--- config.mk ---
export PLATFORM = sky130hd
export DESIGN_NAME = gray_monitor
export DESIGN_NICKNAME = d
export VERILOG_FILES = /design/src/rtl/gray_monitor.sv
export SDC_FILE = /design/constraint.sdc
export NUM_CORES = 1
export LEC_CHECK = 0
export CAP_MARGIN = 10
export CORE_MARGIN = 4
export CORE_UTILIZATION = 47
export CTS_CLUSTER_SIZE = 24
export DETAILED_ROUTE_END_ITERATION = 10
export PLACE_DENSITY = 0.76
export RECOVER_POWER = 25
export SLEW_MARGIN = 20
export SYNTH_ARGS = -nofsm -noshare
export SYNTH_HDL_FRONTEND = slang
export SYNTH_SLANG_ARGS = --single-unit
--- constraint.sdc ---
create_clock -name Clk -period 2.45 [get_ports Clk]
set_input_delay 0.49 -clock Clk [delete_from_list [all_inputs] [get_ports Clk]]
set_output_delay 0.49 -clock Clk [all_outputs]
set_load 0.01 [all_outputs]
--- src/rtl/gray_monitor.sv ---
// Watches a 3-bit Gray counter stream: converts to binary, counts wraps and
// flags any transition a well-behaved Gray counter could not have produced.
module gray_monitor (
    input  logic       Clk,
    input  logic       Reset,
    input  logic       Valid,
    input  logic [2:0] Gray,
    input  logic       Clr,
    output logic [2:0] Bin,
    output logic [7:0] Laps,
    output logic       Locked,
    output logic       Step_err,
    output logic       Err_sticky
);

    typedef enum logic [1:0] {
        ST_UNLOCKED = 2'd0,
        ST_LOCKED   = 2'd1,
        ST_FAULT    = 2'd2
    } state_t;

    state_t     state_r;
    state_t     state_s;
    logic [2:0] prev_r;
    logic [2:0] prev_s;
    logic [2:0] bin_r;
    logic [2:0] bin_s;
    logic [7:0] laps_r;
    logic [7:0] laps_s;
    logic       locked_r;
    logic       step_err_r;
    logic       step_err_s;
    logic       err_sticky_r;
    logic       err_sticky_s;

    logic [2:0] sample_bin_s;
    logic [2:0] step_gray_s;
    logic       hold_s;
    logic       step_s;
    logic       wrap_s;
    logic       restart_s;
    logic       legal_s;

    function automatic logic [2:0] gray2bin(input logic [2:0] g);
        logic [2:0] b;
        b[2] = g[2];
        b[1] = g[2] ^ g[1];
        b[0] = b[1] ^ g[0];
        return b;
    endfunction

    function automatic logic [2:0] bin2gray(input logic [2:0] b);
        return b ^ {1'b0, b[2:1]};
    endfunction

    // Classify the incoming sample against the previously accepted one
    always_comb begin
        sample_bin_s = gray2bin(Gray);
        step_gray_s  = bin2gray(gray2bin(prev_r) + 3'd1);
        hold_s       = (Gray == prev_r);
        step_s       = (Gray == step_gray_s);
        wrap_s       = (prev_r == 3'b100) && (Gray == 3'b000);
        restart_s    = (Gray == 3'b000) && (prev_r != 3'b100);
        legal_s      = hold_s || step_s || wrap_s || restart_s;
    end

    // Next-state and next-output computation; Clr outranks any sample
    always_comb begin
        state_s      = state_r;
        prev_s       = prev_r;
        bin_s        = bin_r;
        laps_s       = laps_r;
        step_err_s   = 1'b0;
        err_sticky_s = err_sticky_r;
        if (Clr) begin
            err_sticky_s = 1'b0;
            state_s      = ST_UNLOCKED;
        end else if (Valid) begin
            prev_s = Gray;
            bin_s  = sample_bin_s;
            case (state_r)
                ST_UNLOCKED: begin
                    state_s = ST_LOCKED;
                end
                ST_LOCKED: begin
                    if (wrap_s) begin
                        laps_s = laps_r + 8'd1;
                    end else begin
                        laps_s = laps_r;
                    end
                    if (legal_s) begin
                        state_s = ST_LOCKED;
                    end else begin
                        step_err_s   = 1'b1;
                        err_sticky_s = 1'b1;
                        state_s      = ST_FAULT;
                    end
                end
                ST_FAULT: begin
                    state_s = ST_FAULT;
                end
                default: begin
                    state_s = ST_UNLOCKED;
                end
            endcase
        end else begin
            state_s = state_r;
        end
    end

    // State and output registers
    always_ff @(posedge Clk or negedge Reset) begin
        if (!Reset) begin
            state_r      <= ST_UNLOCKED;
            prev_r       <= 3'b000;
            bin_r        <= 3'b000;
            laps_r       <= 8'd0;
            locked_r     <= 1'b0;
            step_err_r   <= 1'b0;
            err_sticky_r <= 1'b0;
        end else begin
            state_r      <= state_s;
            prev_r       <= prev_s;
            bin_r        <= bin_s;
            laps_r       <= laps_s;
            locked_r     <= (state_s == ST_LOCKED);
            step_err_r   <= step_err_s;
            err_sticky_r <= err_sticky_s;
        end
    end

    assign Bin        = bin_r;
    assign Laps       = laps_r;
    assign Locked     = locked_r;
    assign Step_err   = step_err_r;
    assign Err_sticky = err_sticky_r;

endmodule

After elaboration in Yosys (flattened, before gate mapping)
Cells that the tools add are included.
{ "word_totals": {"register_bits": 19, "input_bits": 7, "out_inout_bits": 14, "word_cells": 47} }
{ "classes": {"n_addsub": 2, "eq_ne": 8, "muxes": 12, "n_bitwise": 6, "reduce_logical": 12} }
{ "op_table": {"columns": ["cell", "count"], "rows": [
  ["8-bit by 1-bit adder with 8-bit output, second input constant", 1],
  ["1-bit two-way mux", 8],
  ["3-bit equality test", 2],
  ["2-bit two-way mux", 3],
  ["2-bit one-hot mux with 3 select lines", 1],
  ["2-bit by 1-bit equality test with 1-bit output, second input constant", 2],
  ["4-bit AND reduction", 1],
  ["2-bit nonzero test", 2],
  ["1-bit bitwise XOR", 4],
  ["3-bit by 1-bit adder with 3-bit output, second input constant", 1],
  ["3-bit equality test, second input constant", 1],
  ["3-bit logical NOT", 1],
  ["1-bit logical OR", 3],
  ["3-bit inequality test, second input constant", 1],
  ["3-bit AND reduction", 1],
  ["3-bit by 2-bit bitwise XOR with 3-bit output", 1],
  ["2-bit equality test, second input constant", 1],
  ["1-bit logical AND", 2],
  ["2-bit logical NOT", 1],
  ["2-bit inequality test, second input constant", 1],
  ["2-bit AND reduction", 1],
  ["1-bit NOT", 1]
]} }

Logic depth before layout (Yosys ltp)
Gate-level depths: netlist of the first run.
{ "logic_depth": {"word_depth": 13, "depth_mapped": 6, "mapped_depth_nobuf": 5} }

Worst setup path after synthesis of the first run
OpenSTA, ideal clock, no wires.
{ "synth_path": {"path_type": "input to register", "from": "in Gray[0]", "to": "reg laps_r[7], in the netlist Laps[7]", "setup_time_ns": 0.079, "t_arrival_ns": 1.880, "t_required_ns": 2.371, "slack_ns": 0.491, "path_stages": 6, "path_buffers": 1, "path_cell_list": "buf_2 -> or4_4 -> nor3_4 -> nand4_2 -> nor3_2 -> xor2_1"} }
{ "synth_between": {"elab_chain_len": 3} }
{ "synth_lines": {"columns": ["element", "line_no", "source"], "rows": [
  ["start, declared", "7", "input logic [2:0] Gray,"],
  ["3-bit logical NOT", "62", "wrap_s = (prev_r == 3'b100) && (Gray == 3'b000);"],
  ["1-bit logical AND", "62", null],
  ["4-bit AND reduction (no source line)", null, null],
  ["end signal, assigned", "125", "laps_r <= laps_s;"],
  ["end, declared", "28", "logic [7:0] laps_r;"]
]} }
Every way passes these cells.
A chain may end at the register's enable or synchronous reset.

Final worst setup path of the first run
{ "layout_path": {"from": "in Gray[1]", "to": "reg state_r[1]"} }
{ "layout_between": {"elab_chain_len": 8, "elab_cells_between_ends": 12, "cone_classes": "eq/ne (2); mux (4); reduce/logical (6)"} }
{ "layout_lines": {"columns": ["element", "line_no", "source"], "rows": [
  ["3-bit equality test (tied with other cells)", "60", "hold_s = (Gray == prev_r);"],
  ["1-bit logical OR / 1-bit logical AND (equally long branches)", "64, 62", null],
  ["1-bit logical OR", "64", "legal_s = hold_s || step_s || wrap_s || restart_s;"],
  ["1-bit logical OR *", "64", null],
  ["2-bit two-way mux *", "91", "if (legal_s) begin"],
  ["2-bit one-hot mux with 3 select lines *", "81", "case (state_r)"],
  ["2-bit two-way mux *", "78", "end else if (Valid) begin"],
  ["2-bit two-way mux *", "75", "if (Clr) begin"],
  ["named net state_s[1]", "23", "state_t state_s;"],
  ["end signal, assigned", "122", "state_r <= state_s;"],
  ["end, declared", "22", "state_t state_r;"]
]} }
The timed path passes the listed nets; every way through them passes the cells marked *.

==> results.md, run 1 <==
* H-tree lvl count at 1
* Fillers at 146
* Largest vdd supply drop at 0.3976 mV
* Worst setup skew after layout at 8.766 ps
* GP Congestion at 0.7926
* RSZ-0062 raised after global routing: no
* Mapped Cells at just under 80
* FF+latch area at 450.4 sq um
* Detail Placement HPWL at 1.179 mm
* Router iterations before antenna repair at 4
* Vias in the first global route at roughly 660
* Static Leak at between 0.5 and 0.6 nW
* Post-CTS sizing at 0
* IO Count at 21
* Clock share of power at 0.280
* Layout cell share with drive strength beyond 1 at 0.1748
* Hold crit path type: flip-flop to flip-flop
* Net Count, Synth at between 80 and 90
* Die area at 2606 sq um
* Fin nets at 112
* Switching share of total power at 0.2497
* Clock buffer depth at 2
* Reg clk slew, reported paths at ~100 ps
* CTS Buf Count at 3
* GRT Util Overall at 0.1466
* 1st-iter DRT viols at 10
* CTS Hold Bufs at 0
* Row cnt at 15
* Fmax at 0.4997 GHz
* Status: completed
* Mapped Area at 870.8 sq um
* Multi-input logic area at 400.4 sq um
* Clock sinks at 18
* Vias/cell at 4.953
* P_sw at 0.1585 mW
* Input/output buffers at 20
* Post-route setup slack at 448.7 ps
* Root Driver: clkbuf_4
* Die Ht at 51.05 microns
* Max Cap Viol at 0
* Initial antenna violation count at 0
* Initial cell density of the core at 0.4989
* Syn avg cell area at 11.31 sq um
* Final Setup Violations at 0
* Critical path startpoint category: primary input
* # DRC at 0
* ANT nets after route at 0
* Largest fanout on the critical path at 5
* Flop pwr share at 0.535
* Period utilization at 0.8169
* Cell Pwr Density at 548.9 nW/um^2
* #FFs+latches synth at 18
* CTS tree: built
* Crit. End Element: flip-flop
* DR vias at 634
* Final hold violations at 0
* Largest net degree at the start of global routing at 19
* Sum Neg Setup Slack at 0 ps
* Overflow after GRT at 0
* Die Wd at 51.05 microns
* Core area at 1745 sq um
* P&R area growth vs syn at 32.76%
* Slew Limit Fails at 0
* Synth cell types at 29
* Gate power share at 0.185
* # diodes at 0
* Final Critical Period at 2001 ps
* Max-Slew Margin vs Limit at 0.3902
* Postcts setup bufs at 0
* Pre-CTS setup slack at 162.0 ps
* Yosys warns at 0
* Critical Path AT at approximately 2200 ps
* Total Power at 0.6346 mW
* Total Wirelength at 1.542 mm
* Worst EP required at 2610 ps
* Setup Crit Path Kind: primary input to flip-flop
* Post-synthesis sequential area ratio at 0.5172
* Int Power at 0.4761 mW
* Skew-Pair Late Insertion Delay at about 290 ps
* First-pass GRT wire length at 2.891 mm
* Worst slew pin tran at 914.7 ps
* Wire length per cell at between 10 and 15 microns
[metrics by stage]
step                      instance area (sq um)  hold WS [ps]  cells  utilization
after global routing                       1156         507.3    128       0.6624
after CTS                                  1160         476.1    128       0.6645
after detailed placement                   1124         461.7    124       0.6437
after global placement                     1124         454.4    124       0.6437
final                                      1156         467.6    128       0.6624
after floorplan                           870.8         194.4     77            -
[placed cells by master, fill, tap and decap left out]
cell / Yosys / layout
mux2_2: 5 / 5
a21oi_1: 1 / 1
or3b_2: 1 / 1
a211oi_1: 1 / 1
nand2b_1: 4 / 4
o21ai_0: 4 / 4
nand4bb_1: 1 / 1
clkdlybuf4s50_1: 0 / 19
clkbuf_1: 1 / 1
o21a_1: 2 / 2
nor3_1: 3 / 3
dlygate4sd3_1: 0 / 1
nand3_1: 1 / 1
o22ai_1: 1 / 1
o2111a_1: 1 / 1
xnor2_1: 5 / 5
nand2_1: 7 / 7
or4_4: 1 / 1
xor2_1: 4 / 4
nor3_4: 1 / 1
ha_1: 1 / 1
clkbuf_4: 0 / 3
nor3_2: 1 / 1
clkbuf_8: 0 / 1
o211ai_1: 1 / 1
nand4_1: 2 / 2
buf_4: 1 / 4
nor2_1: 5 / 5
nand4_2: 1 / 1
nand3b_1: 1 / 1
inv_1: 1 / 1
dfrtp_1: 18 / 18
[final cells by class]
class | count | share of cell area
Multi-Input combinational cell | 55 | 0.3463
Timing Repair Buffer | 25 | 0.2024
Sequential cell | 18 | 0.3896
Tap cell | 25 | 0.02706
Clock buffer | 4 | 0.03139
Inverter | 1 | 0.003247
[power by group through the flow]
stage	clock, mW	combinational (mW)	sequential [mW]
2_1_floorplan	0	0.0575	0.347
3_3_place_gp	0	0.118	0.344
3_5_place_dp	0	0.119	0.345
4_1_cts	0.185	0.120	0.339
5_1_grt	0.192	0.131	0.344
6_report	0.177	0.118	0.339
[Yosys cell counts]
cell type  instances  area share
dfrtp_1           18        0.52
ha_1               1       0.014
o21a_1             2       0.017
o21ai_0            4       0.023
nor3_2             1       0.011
xnor2_1            5       0.050
nand4_2            1       0.014
nor3_1             3       0.017
o22ai_1            1      0.0072
o2111a_1           1       0.013
o211ai_1           1      0.0086
buf_2              1      0.0057
nand2b_1           4       0.029
mux2_2             5       0.065
nand4bb_1          1       0.013
xor2_1             4       0.040
nor3_4             1       0.019
nand3b_1           1      0.0086
a211oi_1           1      0.0086
clkbuf_1           1      0.0043
buf_4              1      0.0086
nand3_1            1      0.0057
nand2_1            7       0.030
nor2_1             5       0.022
or3b_2             1       0.010
or4_4              1       0.013
nand4_1            2       0.014
a21oi_1            1      0.0057
inv_1              1      0.0043
[kinds of logic after synthesis]
family	after synthesis	synth area share
buffers and inverters	4	0.02298
DFF	18	0.5172
xor gates and xnor gates	9	0.09051
adders and majority gates	1	0.01437
and+or+nand+nor	29	0.2069
AOI/OAI and AO/OA	11	0.08333
muxes	5	0.06465
[per-layer routing]
metal  vias up  wire length, microns  track usage
met5         -                     0            0
met4         0                    10      0.04036
met3         2                   100      0.05831
met2        18                   716       0.2253
met1       292                   714       0.1903
li1        322                     -            -
[flip-flops by register name (all words and copies together), names as in the netlist]
signal,flops
Laps,8
prev_r,3
Bin,2
state_r,2
Err_sticky,1
Locked,1
Step_err,1
[critical path, cell delays in order]
cell and delay [ps]:
clkdlybuf4s50_1 540, buf_4 150, or3b_2 430, o21ai_0 80, nand3_1 90, o211ai_1 210, o21ai_0 170
[path summary, 6_finish.rpt]
| check | startpoint | to | slack (ps) | depth (start not counted) |
|---|---|---|---|---|
| setup / recovery | Gray[1] | state_r[1] | 450 | 7 |
| hold / removal | Laps[7] | Laps[7] | 470 | 1 |
| setup reg to reg | prev_r[0] | Laps[1] | 660 | 4 |
| hold reg to reg | Laps[7] | Laps[7] | 470 | 1 |
| max in group asynchronous | Reset | prev_r[2] | 1050 | 2 |
| min in group asynchronous | Reset | Laps[5] | 830 | 2 |
No activity file was read; power rests on OpenSTA's default activity.
==> run 2: changes to the inputs <==
- clock period: 2.45 -> 1.94 ns (I/O delays scaled with it)
==> run 2 against run 1 <==
Total power is 28% higher. Clock-buffer cell count is the same. Critical endpoint is now Laps[1]. First-iteration DRC count is the same. Final cell count grew 4.7%. Combinational power grew 34%. Sequential power increased by 26%. Clock power is 28% higher. Global-route usage grew 0.80 points. Final area grew 3.9%. Non-clock buffer count grew 6. Critical path depth decreased by 2.
==> results.md, run 2 (same netlist as run 1, synthesis figures left out) <==
* Row cnt at 15
* Worst hold stages at 1
* Largest vdd supply drop at 0.5331 mV
* Die Wd at between 50 and 60 microns
* Skew-Pair Late Insertion Delay at around 280 ps
* Fillers at 146
* Period utilization at 0.9507
* Root Driver: clkbuf_4
* Largest net degree at the start of global routing at 19
* Setup Crit Path Kind: primary input to flip-flop
* CTS Hold Bufs at 0
* Final Setup Violations at 0
* Largest register FFs at 8
* Final hold slack at 476.8 ps
* Initial cell density of the core at 0.4989
* Placement-stage cell area at between 1000 and 1500 sq um
* Vias/cell at 4.888
* Layout cell share with drive strength beyond 1 at 0.2202
* Router iterations before antenna repair at 4
* Clock sinks at 18
* Worst slew pin tran at 966.3 ps
* Pre-CTS setup slack at -204.3 ps
* Most frequent cells in the layout: 19 x clkdlybuf4s50_1, 18 x dfrtp_1, 10 x buf_4
* GP Congestion at 0.7603
* Fin nets at 118
* Final Critical Period at 1844 ps
* H-tree lvl count at 1
* Crit. End Element: flip-flop
* Total Wirelength at 1.678 mm
* Largest fanout on the critical path at 5
* Final Non-Filler Cells at about 130
* IO Count at 21
* RSZ-0062 raised after global routing: no
* Hold crit path type: flip-flop to flip-flop
* # diodes at 0
* Vias in the first global route at 720
* DR vias at 655
* Core area at ~1700 sq um
* Worst setup skew after layout at 2.658 ps
* Total Power at 0.8123 mW
* Status: completed
* Clock buffer depth at 2
* 1st-iter DRT viols at 10
* End-of-flow core utilization at 0.6882
* Worst EP required at roughly 2100 ps
* Critical path startpoint category: primary input
* First-pass GRT wire length at 3.091 mm
* Overflow after GRT at 0
* Static Leak at 0.5376 nW
* Post-route setup slack at 95.55 ps
* Fmax at 0.5422 GHz
* # DRC at 0
* Critical Path AT at 2020 ps
* P&R area growth vs syn at 37.93%
* Input/output buffers at 20
* Initial antenna violation count at 0
* Postcts setup bufs at 0
* Cell total after placement at 130
* Max-Slew Margin vs Limit at 0.3558
* Post-CTS sizing at 0
* Worst Reg2Reg Path Length in Cells at 4
* ANT nets after route at 0
* Final instance area at 1201 sq um
* Wire length per cell at 12.52 microns
* GRT Util Overall at 0.1546
* Cell Pwr Density at between 600 and 700 nW/um^2
* CTS Buf Count at 3
* Slew Limit Fails at 0
* Sum Neg Setup Slack at 0 ps
* Die area at 2606 sq um
* CTS tree: built
* Most common cell after layout, fill and taps aside: clkdlybuf4s50_1
* Final hold violations at 0
* Detail Placement HPWL at 1.313 mm
* Max Cap Viol at 0
* Reg clk slew, reported paths at 100 ps
* Die Ht at around 50 microns
## run 2: cell count changes in the layout (fill, tap and decap cells not counted), sizes merged
cell / change
buf: +6
## run 2: layout make-up
class	count	area, sq um	area share
inverter	1	3.754	0.003125
sequential	18	450.4	0.3750
timing repair buffer	31	279.0	0.2323
tap	25	31.28	0.02604
multi-input combinational	55	400.4	0.3333
clock buffer	4	36.28	0.03021
## run 2: critical path, cell delays in order
cell,delay (ps)
clkdlybuf4s50_1,470
or4_4,510
nor3_4,160
buf_4,160
mux2_2,330
## run 2: layer usage
metal / vias to the layer above / track usage / part of all wire
met3: 2 / 0.04082 / 0.042
li1: 333 / - / -
met5: - / 0 / 0
met4: 0 / 0.04036 / 0.0072
met1: 304 / 0.1825 / 0.46
met2: 16 / 0.2747 / 0.49
## run 2: worst paths after layout
kind | end | from | slack, ps
worst max-delay path | Laps[1] | Gray[1] | 100
worst min-delay path | Laps[7] | Laps[7] | 480
worst max register to register | Laps[1] | prev_r[0] | 190
worst min register to register | Laps[7] | Laps[7] | 480
max in group asynchronous | Laps[1] | Reset | 590
min in group asynchronous | Locked | Reset | 760
## run 2: power by group
| group | switching [mW] | total (mW) | internal, mW |
|---|---|---|---|
| registers | 0.0251 | 0.428 | 0.403 |
| clock network | 0.112 | 0.226 | 0.114 |
| logic | 0.0679 | 0.158 | 0.0903 |
